$ cat src/rtl/mux2_arb.sv
// mux2_arb: two-source burst-aware stream merger with one output register.
// Define MUX2_ARB_ROUND_ROBIN_EN for round-robin idle arbitration.
module mux2_arb #(
  parameter int DATA_WIDTH = 32
) (
  input  logic                  clock_i,
  input  logic                  reset_i,
  input  logic [DATA_WIDTH-1:0] data0_i,
  input  logic                  last0_i,
  input  logic                  valid0_i,
  output logic                  ready0_o,
  input  logic [DATA_WIDTH-1:0] data1_i,
  input  logic                  last1_i,
  input  logic                  valid1_i,
  output logic                  ready1_o,
  output logic [DATA_WIDTH-1:0] data_o,
  output logic                  last_o,
  output logic                  valid_o,
  input  logic                  ready_i,
  output logic                  src_o
);

  localparam logic [1:0] IDLE   = 2'd0;
  localparam logic [1:0] BURST0 = 2'd1;
  localparam logic [1:0] BURST1 = 2'd2;

  logic [1:0]            state_q, state_d;
  logic                  valid_q;
  logic [DATA_WIDTH-1:0] data_q;
  logic                  last_q;
  logic                  src_q;

  logic                  load;
  logic                  gnt_vld;
  logic                  gnt_idx;
  logic                  acc;
  logic                  acc_last;
  logic [DATA_WIDTH-1:0] acc_data;

`ifdef MUX2_ARB_ROUND_ROBIN_EN
  // Index of the source granted at the last idle acceptance.
  logic rr_q, rr_d;
`endif

  assign load = !valid_q || ready_i;

  // Grant: open arbitration in IDLE, locked to the owner mid-burst.
  always_comb begin
    gnt_vld = 1'b0;
    gnt_idx = 1'b0;
    case (state_q)
      IDLE: begin
        if (valid0_i && valid1_i) begin
          gnt_vld = 1'b1;
`ifdef MUX2_ARB_ROUND_ROBIN_EN
          gnt_idx = ~rr_q;
`else
          gnt_idx = 1'b0;
`endif
        end else if (valid0_i) begin
          gnt_vld = 1'b1;
          gnt_idx = 1'b0;
        end else if (valid1_i) begin
          gnt_vld = 1'b1;
          gnt_idx = 1'b1;
        end
      end
      BURST0: begin
        gnt_vld = 1'b1;
        gnt_idx = 1'b0;
      end
      BURST1: begin
        gnt_vld = 1'b1;
        gnt_idx = 1'b1;
      end
      default: begin
        gnt_vld = 1'b0;
        gnt_idx = 1'b0;
      end
    endcase
  end

  assign ready0_o = !reset_i && load && gnt_vld && !gnt_idx;
  assign ready1_o = !reset_i && load && gnt_vld && gnt_idx;

  assign acc      = gnt_idx ? (ready1_o && valid1_i)
                            : (ready0_o && valid0_i);
  assign acc_last = gnt_idx ? last1_i : last0_i;
  assign acc_data = gnt_idx ? data1_i : data0_i;

  // Burst tracking: a non-last accepted beat locks its source.
  always_comb begin
    state_d = state_q;
    if (acc) begin
      if (acc_last)     state_d = IDLE;
      else if (gnt_idx) state_d = BURST1;
      else              state_d = BURST0;
    end
  end

`ifdef MUX2_ARB_ROUND_ROBIN_EN
  // Pointer moves only on acceptances made from IDLE.
  always_comb begin
    rr_d = rr_q;
    if (acc && state_q == IDLE) rr_d = gnt_idx;
  end

  // Pointer register; reset favours source 0 first.
  always_ff @(posedge clock_i or posedge reset_i) begin
    if (reset_i) rr_q <= 1'b1;
    else         rr_q <= rr_d;
  end
`endif

  // State register.
  always_ff @(posedge clock_i or posedge reset_i) begin
    if (reset_i) state_q <= IDLE;
    else         state_q <= state_d;
  end

  // Output register: refill on load, hold while the sink stalls.
  always_ff @(posedge clock_i or posedge reset_i) begin
    if (reset_i) begin
      valid_q <= 1'b0;
      data_q  <= '0;
      last_q  <= 1'b0;
      src_q   <= 1'b0;
    end else if (load) begin
      valid_q <= acc;
      if (acc) begin
        data_q <= acc_data;
        last_q <= acc_last;
        src_q  <= gnt_idx;
      end
    end
  end

  assign valid_o = valid_q;
  assign data_o  = data_q;
  assign last_o  = last_q;
  assign src_o   = src_q;

endmodule

$ cat config.mk
export PLATFORM = sky130hd
export DESIGN_NAME = mux2_arb
export DESIGN_NICKNAME = d
export VERILOG_FILES = /design/src/rtl/mux2_arb.sv
export SDC_FILE = /design/constraint.sdc
export NUM_CORES = 1
export LEC_CHECK = 0
export CORE_MARGIN = 5
export CORE_UTILIZATION = 55
export DETAILED_ROUTE_END_ITERATION = 12
export DONT_BUFFER_PORTS = 1
export MAX_ROUTING_LAYER = met4
export PLACE_DENSITY = 0.7
export SYNTH_ARGS = -nofsm -noshare
export SYNTH_HDL_FRONTEND = slang
export SYNTH_SLANG_ARGS = --single-unit
$ cat constraint.sdc
create_clock -name clock_i -period 3.62 [get_ports clock_i]
set_input_delay 0.362 -clock clock_i [delete_from_list [all_inputs] [get_ports clock_i]]
set_output_delay 0.362 -clock clock_i [all_outputs]
set_load 0.01 [all_outputs]
Word-level counts from Yosys, hierarchy flattened:

Cells that the tools add are included.

* $mul: 0
* reductions and logical operators: 14
* bitwise gates (word level): 0
* equal/unequal tests: 2
* $add $sub $neg: 0
* magnitude comparators: 0
* shift-type cells: 0
* divide/modulo/power cells: 0
* muxes and demuxes: 12

Operator list (number)
* 32-bit two-way mux: 1
* 1-bit logical AND: 7
* 1-bit two-way mux: 7
* 2-bit two-way mux: 2
* 1-bit case mux with 2 select lines: 2
* 1-bit logical NOT: 3
* 2-bit by 1-bit equality test with 1-bit output (second input constant): 1
* 2-bit equality test (second input constant): 1
* 2-bit logical NOT: 1
* 2-bit AND reduction: 1
* 2-bit OR reduction: 1
* 1-bit logical OR: 1

* bits in writable memories: 0
* memory bits (read-only): 0
* output and inout port bits: 37
* flip-flop bits (word level): 37
* bits of input ports: 71
* word-level logic and storage cells: 33
* memories kept: 0
* latch bits: 0

Depth between registers and ports, before layout:

Gate-level depths: netlist of the first run.

* depth in word-level cells: 9
* mapped depth: 8
* gate-level depth less buffers: 6

Worst setup path after synthesis of the first run:

Ideal clock, no wire load.

* kind: reg2reg
* from: register state_q[0]
* to: register data_q[0] (netlist: data_o[0])
* period minus slack after synthesis: 2051 ps
* path slack: 1569 ps
* stages on the path, launching flop included: 8
* library setup time: 125 ps
* data arrival time: 1927 ps
* cell sequence: dfrtp_1 > inv_1 > ha_1 > o21ba_2 > clkbuf_1 > buf_2 > mux2_2 > mux2_2

* cells in the longest elaborated chain, start to end: 8
* elaborated cells between the ends (all ways): 15
* classes of those cells: eq/ne: 2; mux: 4; reduce/logical: 9

Ends and longest elaborated chain
* start, declared: line 27 `logic [1:0] state_q, state_d;`
* start signal, assigned: line 118 `else state_q <= state_d;`
* 2-bit equality test or 2-bit by 1-bit equality test with 1-bit output (tied branches): line 51 `case (state_q)`
* 2-bit OR reduction (no source line)
* 1-bit case mux with 2 select lines: line 51
* 1-bit logical AND: line 83, 84
* 1-bit logical AND, on equally long branches: line 83, 84
* 1-bit logical AND, on equally long branches: line 87, 86
* 1-bit two-way mux: line 86 `assign acc = gnt_idx ? (ready1_o && valid1_i)`
* 2-bit AND reduction (no source line)
* end signal, assigned: line 131 `data_q <= acc_data;`
* end, declared: line 29 `logic [DATA_WIDTH-1:0] data_q;`

Several ways; a longest one is shown, not always the timed one.
A chain may end at the register's enable or synchronous reset.

Final worst setup path of the first run:

* from: register state_q[0]
* to: register data_q[9] (netlist: data_o[9])

The elaborated chain is that of the path after synthesis.

==> flow_summary.yaml, run 1 <==
grt:
  grt_overflow: 0
  grt_pass1_vias: 1195
  grt_pass1_wl_um: 5892
  grt_max_degree: 36
  antenna_found_initial: 0
  gr-usage-all-layers: 0.1571
floorplanning:
  row_count: 21
  fp.dieW_um: 69.11
  num_io_pins: 108
  start_util: 0.5714
  die_h_um: 69.11
  dieArea_um2: 4776
  coreArea_um2: 3363
timing:
  finalCritPeriodShare: 0.6400
  worst_pin_slew_ns: 0.8646
  max-slew-margin-rel: 0.4236
  post-route-min-period_ns: 2.317
  setup_viol: 0
  rsz0062_at_grt: "false"
  slew_violations: 0
  clock-skew-final_ns: 0.009369
  setup_tns_ns: 0
  hold_violations: 0
  fmax_mhz: 431.7
placed_design:
  gp_congestion: 0.7122
  hpwlAfterDp_um: 2934
  portBuffers: 0
  dpl-instance-area_um2: 1949
setup_path:
  cp_cell_sequence: "inv_1 > ha_1 > o21ba_2 > mux2_2 > mux2_2"
  slowest_delay_ns: 0.82
  cp_data_required_time_ns: 3.84
  rr_worst_depth: 5
  critPathKind: "register to register"
  cp.arrival_ns: 2.54
  cp_common_cell: "mux2_2"
  crit_fanout: 35
  slowest_stage: "o21ba_2"
  crit_path_end_kind: "register"
  cp-start-kind: "register"
  crit_cells: 5
  path_delay_family: "compound AO/OA/AOI/OAI gates"
  crit_buf_inv: 1
power_and_ir_drop:
  p_per_area_nw_per_um2: 873.5
  p_int_mw: 1.118
  switching_power_mw: 0.6327
  cellLeakagePower_nw: 0.8371
  vdd_drop_max_v: 0.0004124
  pwr-share-clk: 0.121
  swShare: 0.3614
  pwr-share-seq: 0.497
  pwr-share-comb: 0.382
logic_synthesis:
  synth_fp_nets: 210
  yosys.area.top_type: "dfrtp_1"
  syn_inst: 136
  synth_cell_type_count: 21
  synth_top_cell_area_share: 0.4818
  yosysWarnings: 0
  synth.area.top_cells: "dfrtp_1 48%, mux2_2 39%, ha_1 2.0%"
  ys_ff_latch: 37
  netlist_area_um2: 1922
  seq_area_frac_synth: 0.4818
  avgSynthCellArea_um2: 14.13
job:
  maxCapViolations: 0
clock_tree:
  cts.sinks: 37
  cts_hold_buffers: 0
  clock-root-buffer: "clkbuf_4"
  cts_setup_buffers: 0
  cts_resized: 0
  cts_tree: "yes"
  cts_buffer_depth: 2
  insertion_delay_ns: 0.33
  htree_levels: 2
  cts_made_buffers: 5
  clk_pin_slew_worst_paths_ns: 0.10
finish:
  area_growth_pct: 4.297
  nets: 213
  fillers: 296
  n_antenna_cell: 0
  fin_area_um2: 2004
  final_layout_size_suffix_gt1_frac: 0.5755
routing:
  wire_per_inst_um: 19.68
  via_count: 1084
  ant_nets: 0
  initialDrtViolationCount: 12
  vias_per_cell: 5.859
  dr.pass1.iters: 5
  wl_um: 3641
  route.detailed.drc: 0
hold_path:
  hp-class: "input pin to async pin"
status:
  outcome: "completed"
-- worst paths after layout --
path                                  from          to  slack (ns)
max in group asynchronous          reset_i  data_o[23]        2.91
worst max register to register  state_q[0]   data_o[9]        1.30
worst max-delay path            state_q[0]   data_o[9]        1.30
worst min register to register  state_q[1]  state_q[1]        0.56
worst min-delay path               reset_i  state_q[1]       0.002
min in group clock_i              valid1_i       src_o        0.15
-- stage by stage --
step                total power [mW]  setup slack (ns)    util  std cells  hold slack, ns
finish                         1.751             1.303  0.5960        185        0.001539
global route                   1.871             1.178  0.5960        185         0.07252
CTS                            1.781             1.290  0.5960        185         0.01408
detailed placement             1.565             1.304  0.5796        178          0.3904
global placement               1.520             1.391  0.5796        178          0.3928
floorplan                      1.447             1.569       -        136          0.4861
-- sequential cells by signal (all words and copies together), names as in the netlist --
name and flops:
data_o 32, last_o 1, src_o 1, state_q 2
valid_o 1
-- per-layer routing --
layer	vias to the layer above	track usage	wire, µm
met2	58	0.2595	1986
met3	5	0.06395	329
met4	0	0.06508	41
met5	-	-	0
li1	491	-	-
met1	530	0.1664	1283
-- layout by cell type (no fill, tap or decap), drive strengths merged, types with 2 or more instances in the layout --
cell type   n
nor2        3
a22oi       2
ha          3
dfrtp      37
inv         4
buf         3
nand2b      2
clkbuf      7
mux2       68
-- synthesized netlist by cell type --
library cell and count:
a211oi_4 1, a22oi_1 2, buf_2 3, buf_6 3
clkbuf_1 1, dfrtp_1 37, ha_1 3, inv_1 4
mux2_1 1, mux2_2 67, mux2i_1 1, nand2_1 1
nand2b_1 2, nor2_1 3, nor2b_1 1, nor3_1 1
o21ai_0 1, o21ba_2 1, o2bb2ai_1 1, or2_2 1
or3_4 1
-- logic make-up (layout without fill, tap and decap cells) --
logic type	count (synthesis)	in the layout	share of synthesized area
buffers and inverters	11	14	0.03515
multiplexers	69	69	0.4036
AO/OA/AOI/OAI	6	6	0.03060
AND/OR/NAND/NOR	10	10	0.02929
adder cells (fa/ha/maj)	3	3	0.01953
flip-flops	37	37	0.4818
-- area by class of cell --
class | count | area [µm²] | area share
Clock buffer | 7 | 55.05 | 0.02747
Inverter | 4 | 15.01 | 0.007491
Multi-Input combinational cell | 88 | 928.4 | 0.4632
Sequential cell | 37 | 925.9 | 0.4619
Tap cell | 46 | 57.56 | 0.02871
Timing Repair Buffer | 3 | 22.52 | 0.01124
-- power groups by stage --
stage                     logic [mW]  registers, mW  clock network, mW
after floorplan                0.619          0.828                  0
after global placement         0.643          0.877                  0
after detailed placement       0.679          0.886                  0
after CTS                      0.680          0.878              0.222
after global routing           0.733          0.900              0.238
final                          0.669          0.870              0.212
Note: power is estimated with default switching activity, not from simulation.
==> inputs of run 2 (changes only) <==
==> constraint.sdc (replaced) <==
create_clock -name clock_i -period 2.45 [get_ports clock_i]
set_input_delay 0.245 -clock clock_i [delete_from_list [all_inputs] [get_ports clock_i]]
set_output_delay 0.245 -clock clock_i [all_outputs]
set_load 0.01 [all_outputs]
==> run 2 against run 1 <==
Net effect:
- clock skew decreased by 0.00096 ns
- combinational power rose by 51%
- critical path type unchanged
- first-iteration DRC count grew to 3.7 times the previous value
- via count is the same
- die area unchanged
- hold slack better by 0.030 ns
- largest cell class unchanged
- maximum frequency is 15% higher
- clock-buffer cell count unchanged
- worst setup slack got worse by 0.88 ns
- design area grew 1.9%
- sequential power grew 47%
==> flow_summary.yaml, run 2 (synthesis gave the netlist of run 1 again) <==
status:
  outcome: "completed"
placed_design:
  portBuffers: 0
  gp_congestion: 0.6933
  hpwlAfterDp_um: 2952
  pre_cts_ws_ns: 0.4376
timing:
  finalCritPeriodShare: 0.8253
  rsz0062_at_grt: "false"
  slew_violations: 0
  setup_tns_ns: 0
  fmax_mhz: 494.5
  clock-skew-final_ns: 0.008411
  hold_slack_ns: 0.03130
  fin_ws_ns: 0.4279
  setup_viol: 0
  max-slew-margin-rel: 0.5261
  worst_pin_slew_ns: 0.7101
  post-route-min-period_ns: 2.022
  hold_violations: 0
finish:
  area_growth_pct: 6.250
  fillers: 295
  nets: 216
  largest_register_ffs: 32
  layout_commonest_cell: "mux2_2"
  n_antenna_cell: 0
  final_layout_size_suffix_gt1_frac: 0.5775
  final_cell_mix: "67 x mux2_2, 37 x dfrtp_1, 5 x clkbuf_4"
power_and_ir_drop:
  total_power_mw: 2.602
  p_per_area_nw_per_um2: 1274
  pwr-share-comb: 0.387
  swShare: 0.3582
  switching_power_mw: 0.9319
  p_int_mw: 1.670
  pwr-share-clk: 0.119
  cellLeakagePower_nw: 0.8547
  vdd_drop_max_v: 0.0007042
  pwr-share-seq: 0.493
routing:
  wl_um: 3628
  vias_per_cell: 5.766
  dr.pass1.iters: 2
  wire_per_inst_um: 19.30
  initialDrtViolationCount: 44
  via_count: 1084
  route.detailed.drc: 0
  ant_nets: 0
grt:
  antenna_found_initial: 0
  grt_max_degree: 21
  grt_pass1_vias: 1232
  gr-usage-all-layers: 0.1618
  grt_overflow: 0
  grt_pass1_wl_um: 6106
clock_tree:
  cts_resized: 0
  clock-root-buffer: "clkbuf_4"
  insertion_delay_ns: 0.33
  cts_tree: "yes"
  cts.sinks: 37
  cts_hold_buffers: 1
  clk_pin_slew_worst_paths_ns: 0.10
  cts_setup_buffers: 0
  cts_made_buffers: 5
  htree_levels: 2
  cts_buffer_depth: 2
floorplanning:
  num_io_pins: 108
  die_h_um: 69.11
  start_util: 0.5714
  dieArea_um2: 4776
  fp.dieW_um: 69.11
  row_count: 21
  coreArea_um2: 3363
hold_path:
  min_path_cells: 1
  hp-class: "input pin to register"
job:
  maxCapViolations: 0
setup_path:
  cp-start-kind: "register"
  cp_data_required_time_ns: 2.66
  cp.arrival_ns: 2.24
  r2r_setup_slack_ns: 0.43
  crit_path_end_kind: "register"
  crit_fanout: 20
  critPathKind: "register to register"
  rr_worst_depth: 5
[run 2: changes by cell type in the layout (fill, tap and decap cells not counted)]
cell,change
buf_12,+1
buf_4,+1
dlygate4sd3_1,+1
[run 2: power by group through the flow]
| stage | Sequential, mW | Combinational [mW] | Clock [mW] |
|---|---|---|---|
| 2_1_floorplan | 1.22 | 0.915 | 0 |
| 3_3_place_gp | 1.30 | 0.970 | 0 |
| 3_5_place_dp | 1.31 | 1.02 | 0 |
| 4_1_cts | 1.30 | 1.02 | 0.326 |
| 5_1_grt | 1.33 | 1.11 | 0.347 |
| 6_report | 1.28 | 1.01 | 0.310 |
[run 2: metal layers]
layer / vias up / global-route usage / share of wire / wire length [µm]
met1: 523 / 0.1623 / 0.34 / 1241
met5: - / - / 0 / 0
met2: 56 / 0.2659 / 0.53 / 1920
met4: 0 / 0.04555 / 0.010 / 38
met3: 8 / 0.09593 / 0.12 / 428
li1: 497 / - / - / -
[run 2: stage by stage]
| step | instance area [µm²] | util | cells |
|---|---|---|---|
| global placement | 1977 | 0.5878 | 180 |
| floorplan | 1922 | - | 136 |
| finish | 2042 | 0.6071 | 188 |
| global route | 2042 | 0.6071 | 188 |
| detailed placement | 1977 | 0.5878 | 180 |
| CTS | 2042 | 0.6071 | 188 |
[run 2: worst paths after layout]
| check | to | startpoint |
|---|---|---|
| max | data_o[20] | state_q[1] |
| min | src_o | valid1_i |
| max reg2reg | data_o[20] | state_q[1] |
| max in group asynchronous | data_o[26] | reset_i |
| min in group asynchronous | src_o | reset_i |
| min reg2reg | state_q[1] | state_q[1] |
[run 2: critical path, stage by stage, from the launching register on]
cell and delay [ns]:
dfrtp_1 0.42, ha_1 0.19, or3_4 0.40, a211oi_4 0.23
buf_4 0.30, mux2_2 0.37
[run 2: area by class of cell]
class / count / area, µm² / share of cell area
Timing Repair Buffer: 6 / 60.06 / 0.02941
Tap cell: 46 / 57.56 / 0.02819
Clock buffer: 7 / 55.05 / 0.02696
Inverter: 4 / 15.01 / 0.007353
Multi-Input combinational cell: 88 / 928.4 / 0.4547
Sequential cell: 37 / 925.9 / 0.4534
